===== config.mk =====
export PLATFORM = sky130hd
export DESIGN_NAME = apb_master_bridge_mc
export DESIGN_NICKNAME = d
export VERILOG_FILES = /design/src/rtl/apb_master_bridge_mc.sv
export SDC_FILE = /design/constraint.sdc
export NUM_CORES = 1
export LEC_CHECK = 0
export BUFFER_PORTS_ARGS = -buffer_cell sky130_fd_sc_hd__clkbuf_2
export CAP_MARGIN = 0
export CORE_AREA = 2 2 125 127
export CTS_CLUSTER_SIZE = 25
export DETAILED_ROUTE_END_ITERATION = 8
export DIE_AREA = 0 0 127 129
export GPL_TIMING_DRIVEN = 0
export MAX_ROUTING_LAYER = met4
export PLACE_DENSITY = 0.65
export SLEW_MARGIN = 25
export SYNTH_ARGS = -nofsm -noshare
export SYNTH_HDL_FRONTEND = slang
export SYNTH_SLANG_ARGS = --single-unit

===== constraint.sdc =====
create_clock -name PCLK -period 2.49 [get_ports PCLK]
set_input_delay 0.3735 -clock PCLK [delete_from_list [all_inputs] [get_ports PCLK]]
set_output_delay 0.3735 -clock PCLK [all_outputs]
set_load 0.02 [all_outputs]

===== src/rtl/apb_master_bridge_mc.sv =====
// APB4 master bridge: valid/ready command port to a multi-slave APB fabric.
// Decodes the slave from the address, adds strobes, PSLVERR and PREADY timeout.
module apb_master_bridge_mc #(
  parameter int ADDR_W     = 32,
  parameter int DATA_W     = 32,
  parameter int NUM_SLAVES = 4,
  parameter int SLV_AW     = 12,
  parameter int TIMEOUT    = 16
) (
  input  logic                         PCLK,
  input  logic                         PRESET,
  input  logic                         req_valid,
  output logic                         req_ready,
  input  logic                         req_write,
  input  logic [ADDR_W-1:0]            req_addr,
  input  logic [DATA_W-1:0]            req_wdata,
  input  logic [DATA_W/8-1:0]          req_strb,
  output logic                         rsp_valid,
  output logic [DATA_W-1:0]            rsp_rdata,
  output logic                         rsp_err,
  output logic                         rsp_timeout,
  output logic [NUM_SLAVES-1:0]        PSEL,
  output logic                         PENABLE,
  output logic [ADDR_W-1:0]            PADDR,
  output logic                         PWRITE,
  output logic [DATA_W-1:0]            PWDATA,
  output logic [DATA_W/8-1:0]          PSTRB,
  input  logic [NUM_SLAVES*DATA_W-1:0] PRDATA,
  input  logic [NUM_SLAVES-1:0]        PREADY,
  input  logic [NUM_SLAVES-1:0]        PSLVERR
);

  localparam int SEL_W  = (NUM_SLAVES > 1) ? $clog2(NUM_SLAVES) : 1;
  localparam int STRB_W = DATA_W / 8;
  localparam int CNT_W  = (TIMEOUT > 1) ? $clog2(TIMEOUT + 1) : 1;

  typedef enum logic [1:0] {
    IDLE   = 2'd0,
    SETUP  = 2'd1,
    ACCESS = 2'd2
  } state_t;

  state_t              state_q, state_d;
  logic [ADDR_W-1:0]   addr_q, addr_d;
  logic [DATA_W-1:0]   wdata_q, wdata_d;
  logic [STRB_W-1:0]   strb_q, strb_d;
  logic                write_q, write_d;
  logic [SEL_W-1:0]    idx_q, idx_d;
  logic [CNT_W-1:0]    cnt_q, cnt_d;
  logic                rvld_q, rvld_d;
  logic [DATA_W-1:0]   rdata_q, rdata_d;
  logic                rerr_q, rerr_d;
  logic                rto_q, rto_d;

  logic [SEL_W-1:0]    req_idx;
  logic                dec_ok;
  logic [DATA_W-1:0]   sel_rdata;
  logic                sel_ready;
  logic                sel_err;

  assign req_idx = req_addr[SLV_AW+SEL_W-1:SLV_AW];
  assign dec_ok  = int'(req_idx) < NUM_SLAVES;

  // Only the addressed slave's return signals are ever observed
  always_comb begin
    sel_rdata = '0;
    sel_ready = 1'b0;
    sel_err   = 1'b0;
    for (int k = 0; k < NUM_SLAVES; k++) begin
      if (int'(idx_q) == k) begin
        sel_rdata = PRDATA[k*DATA_W +: DATA_W];
        sel_ready = PREADY[k];
        sel_err   = PSLVERR[k];
      end
    end
  end

  always_comb begin
    state_d = state_q;
    addr_d  = addr_q;
    wdata_d = wdata_q;
    strb_d  = strb_q;
    write_d = write_q;
    idx_d   = idx_q;
    cnt_d   = cnt_q;
    rvld_d  = 1'b0;
    rdata_d = rdata_q;
    rerr_d  = rerr_q;
    rto_d   = rto_q;
    unique case (state_q)
      IDLE: begin
        if (req_valid) begin
          addr_d  = req_addr;
          wdata_d = req_wdata;
          strb_d  = req_strb;
          write_d = req_write;
          idx_d   = req_idx;
          if (dec_ok) begin
            state_d = SETUP;
          end else begin
            rvld_d  = 1'b1;
            rdata_d = '0;
            rerr_d  = 1'b1;
            rto_d   = 1'b0;
          end
        end
      end
      SETUP: begin
        state_d = ACCESS;
        cnt_d   = '0;
      end
      ACCESS: begin
        if (sel_ready) begin
          state_d = IDLE;
          rvld_d  = 1'b1;
          rerr_d  = sel_err;
          rto_d   = 1'b0;
          rdata_d = (!write_q && !sel_err) ? sel_rdata : '0;
        end else if (TIMEOUT != 0 && int'(cnt_q) == TIMEOUT - 1) begin
          state_d = IDLE;
          rvld_d  = 1'b1;
          rerr_d  = 1'b1;
          rto_d   = 1'b1;
          rdata_d = '0;
        end else begin
          cnt_d = cnt_q + CNT_W'(1);
        end
      end
      default: state_d = IDLE;
    endcase
  end

  always_ff @(posedge PCLK) begin
    if (PRESET) begin
      state_q <= IDLE;
      addr_q  <= '0;
      wdata_q <= '0;
      strb_q  <= '0;
      write_q <= 1'b0;
      idx_q   <= '0;
      cnt_q   <= '0;
      rvld_q  <= 1'b0;
      rdata_q <= '0;
      rerr_q  <= 1'b0;
      rto_q   <= 1'b0;
    end else begin
      state_q <= state_d;
      addr_q  <= addr_d;
      wdata_q <= wdata_d;
      strb_q  <= strb_d;
      write_q <= write_d;
      idx_q   <= idx_d;
      cnt_q   <= cnt_d;
      rvld_q  <= rvld_d;
      rdata_q <= rdata_d;
      rerr_q  <= rerr_d;
      rto_q   <= rto_d;
    end
  end

  always_comb begin
    PSEL = '0;
    for (int k = 0; k < NUM_SLAVES; k++) begin
      PSEL[k] = (state_q != IDLE) && (int'(idx_q) == k);
    end
  end

  assign req_ready   = (state_q == IDLE);
  assign PENABLE     = (state_q == ACCESS);
  assign PADDR       = addr_q;
  assign PWRITE      = write_q;
  assign PWDATA      = wdata_q;
  assign PSTRB       = write_q ? strb_q : '0;
  assign rsp_valid   = rvld_q;
  assign rsp_rdata   = rdata_q;
  assign rsp_err     = rerr_q;
  assign rsp_timeout = rto_q;

endmodule

==> reports/qor.yml <==
sta:
  worst-slew-pin-transition_ps: 627
  skew_ps: 7.95
  min_period_ps: 2250
  setup_viol: 0
  max_freq_mhz: 445
  finalHoldViolations: 0
  rsz0062_at_grt: "false"
  max_slew_margin: 0.582
  fin_crit_sh: 0.903
  tns_ps: 0
  setup_slack_ps: 243
  drv_slew: 0
synth:
  yosys.area.top_type_share: 0.444
  synth_compound_area_frac: 0.152
  synthCells: 489
  yosysWarnings: 0
  ys_types: 40
  synth_area_sq_um: 5010
  synth_fa_ha_area_frac: 0.0125
  synth_top_family_by_area: "multiplexers"
  synth.net_count: 702
  yosys.area_share.simple: 0.144
  synth_xor_area_frac: 0
  ys_seq_elements: 111
  synth_mux_area_frac: 0.182
  synthTopCellsByCount: "nand2_1 (144), dfxtp_1 (111), a21oi_1 (73)"
  synth_ff_type: "dfxtp_1"
  synth_top_cell_by_area: "dfxtp_1"
  ys_seq_area_frac: 0.444
  synth.area.top_cells: "dfxtp_1 (44%), mux4_1 (13%), nand2_1 (11%)"
  syn_area_per_cell_sq_um: 10.2
  ys_async_sr_fraction: 0
  yosysMostFrequentCell: "nand2_1"
  synth_edf_count: 0
global_route:
  antenna_found_initial: 0
  grt_max_degree: 19
  first_global_vias: 4761
  overflow: 0
  grt.total_usage: 0.196
  grt_pass1_wl_microns: 24400
critical_path:
  slowest_stage: "a221oi_4"
  cp-end-kind: "register"
  path_cells: "ha_1 > and3_1 > ha_1 > and2b_2 > a221oi_4 > nor2_4 > buf_2 > a22o_1"
  cp_data_arrival_time_ps: 2480
  crit_type: "reg -> reg"
  cp-start-kind: "register"
  crit_fanout: 10
  critPathRequiredTime_ps: 2730
  critPathMaxStageDelay_ps: 440
  cp_common_cell: "ha_1"
drt:
  dr_total_vias: 4885
  wl_per_cell_microns: 16.2
  drt-initial-drc-count: 193
  first_pass_iters: 4
  viasPerCell: 4.85
  totalWireLength_microns: 16300
  antenna_left: 0
  drc: 0
cts:
  clkTransAtPathRegs_ps: 80
  cts_sinks: 111
  clockRootBuffer: "clkbuf_16"
  clk_latency_ps: 350
  cts_tree: "done"
  cts_hold_buf: 0
  clk_path_buf_depth: 2
  cts_made_buffers: 9
  cts_setup_buffers: 0
  htreeDepth: 3
power_and_ir_drop:
  powerDensity_nw_per_um2: 611
  p_int_mw: 3.10
  pwr-share-comb: 0.213
  p_seq_frac: 0.442
  clkPwrFrac: 0.345
  p_switching_mw: 1.25
  switching_share: 0.288
  max-vdd-ir-drop_mv: 0.332
  p_leak_nw: 3.36
place:
  gp_congestion: 0.829
  pre_cts_ws_ps: 186
  io_buffers: 316
  place_hpwl_microns: 13000
floorplanning:
  dieArea_sq_um: 16400
  num_rows: 45
  io_pins: 318
  fp.dieW_microns: 127
  die_y_microns: 129
  core-area_sq_um: 15000
  start_util: 0.335
final_layout:
  diodes: 0
  num-fill-cells: 1496
  nets: 1028
  syn2layout_area_growth_pct: 42.3
  drive_gt1_frac: 0.451
outcome:
  status: "complete, no violations"
hold_path:
  hold_class: "in -> reg"
job:
  maxCapViolCount: 0
through the flow:
step / instances / utilization / power [mW] / instance area (sq um) / hold slack, ps
after floorplan: 489 / - / 2.52 / 5010 / 432
after global placement: 993 / 0.456 / 2.90 / 6830 / 439
after detailed placement: 993 / 0.456 / 2.90 / 6830 / 442
after CTS: 1009 / 0.476 / 4.42 / 7130 / 220
after global routing: 1008 / 0.476 / 4.58 / 7130 / 221
final: 1008 / 0.476 / 4.35 / 7130 / 234
layout by cell type, fill, tap and decap left out, drive strengths merged:
cell / count
a211oi: 1
a21oi: 73
a221oi: 2
a22o: 32
a22oi: 1
a31oi: 2
and2: 6
and2b: 1
and3: 2
buf: 12
bufinv: 1
clkbuf: 355
clkinv: 1
clkinvlp: 2
dfxtp: 111
ha: 5
inv: 9
mux2i: 3
mux4: 34
nand2: 144
nand2b: 1
nand3: 1
nand3b: 1
nor2: 3
nor3: 2
nor3b: 2
o211ai: 2
o21ai: 5
o22ai: 1
or3: 2
or3b: 1
or4: 2
timing repair:
action | in CTS | in global routing
setup endpoints to repair | 0 | 4
resized for setup | 0 | 0
endpoints found under the hold margin | 0 | 0
per-layer routing:
layer,GRT usage,vias up,wire (microns)
met5,-,-,0
met4,0.0588,0,342
met3,0.0545,19,1300
met2,0.340,213,8260
met1,0.222,2252,6390
li1,-,2401,-
area by class of cell:
class	count	area (sq um)	area share
buffer	40	298	0.0418
timing repair buffer	316	1580	0.222
inverter	8	30.0	0.00421
multi-input combinational	329	2460	0.344
sequential	111	2220	0.312
clock buffer	11	243	0.0340
tap	188	235	0.0330
clock inverter	5	65.1	0.00912
critical path: cells and delay by family, from the launching register on:
kind | cells | cell delay [ps]
AO/OA/AOI/OAI | 2 | 680
AND/OR/NAND/NOR | 3 | 520
adder cells (fa/ha/maj) | 2 | 380
flip-flops | 1 | 360
buffers and inverters | 1 | 200
logic make-up (layout without fill, tap and decap cells):
| family | after synthesis | after routing |
|---|---|---|
| buffers and inverters | 49 | 380 |
| AND/OR/NAND/NOR | 168 | 168 |
| adder cells (fa/ha/maj) | 5 | 5 |
| flip-flops | 111 | 111 |
| AO/OA/AOI/OAI | 119 | 119 |
| multiplexers | 37 | 37 |
sequential cells by signal, indices dropped and copies added (netlist names):
signal       cells
PADDR           32
PWDATA          32
rsp_rdata       32
cnt_q            5
strb_q           4
state_q          2
PWRITE           1
rsp_err          1
rsp_timeout      1
rsp_valid        1
worst paths after layout:
kind	slack (ps)	endpoint	depth (start not counted)	startpoint
max	240	rsp_rdata[10]$_SDFFE_PP0P_	8	cnt_q[0]$_SDFFE_PP0P_
min	230	PWDATA[11]$_SDFFE_PP0P_	3	req_wdata[11]
max reg2reg	240	rsp_rdata[10]$_SDFFE_PP0P_	8	cnt_q[0]$_SDFFE_PP0P_
min reg2reg	450	PADDR[27]$_SDFFE_PP0P_	2	PADDR[27]$_SDFFE_PP0P_
power groups by stage:
| stage | Sequential, mW | Combinational, mW | Clock, mW |
|---|---|---|---|
| finish | 1.93 | 0.928 | 1.50 |
| global route | 1.94 | 1.02 | 1.62 |
| CTS | 1.93 | 0.944 | 1.55 |
| detailed placement | 1.97 | 0.938 | 0 |
| global placement | 1.96 | 0.935 | 0 |
| floorplan | 2.07 | 0.447 | 0 |
(Power assumes the default switching activity.)
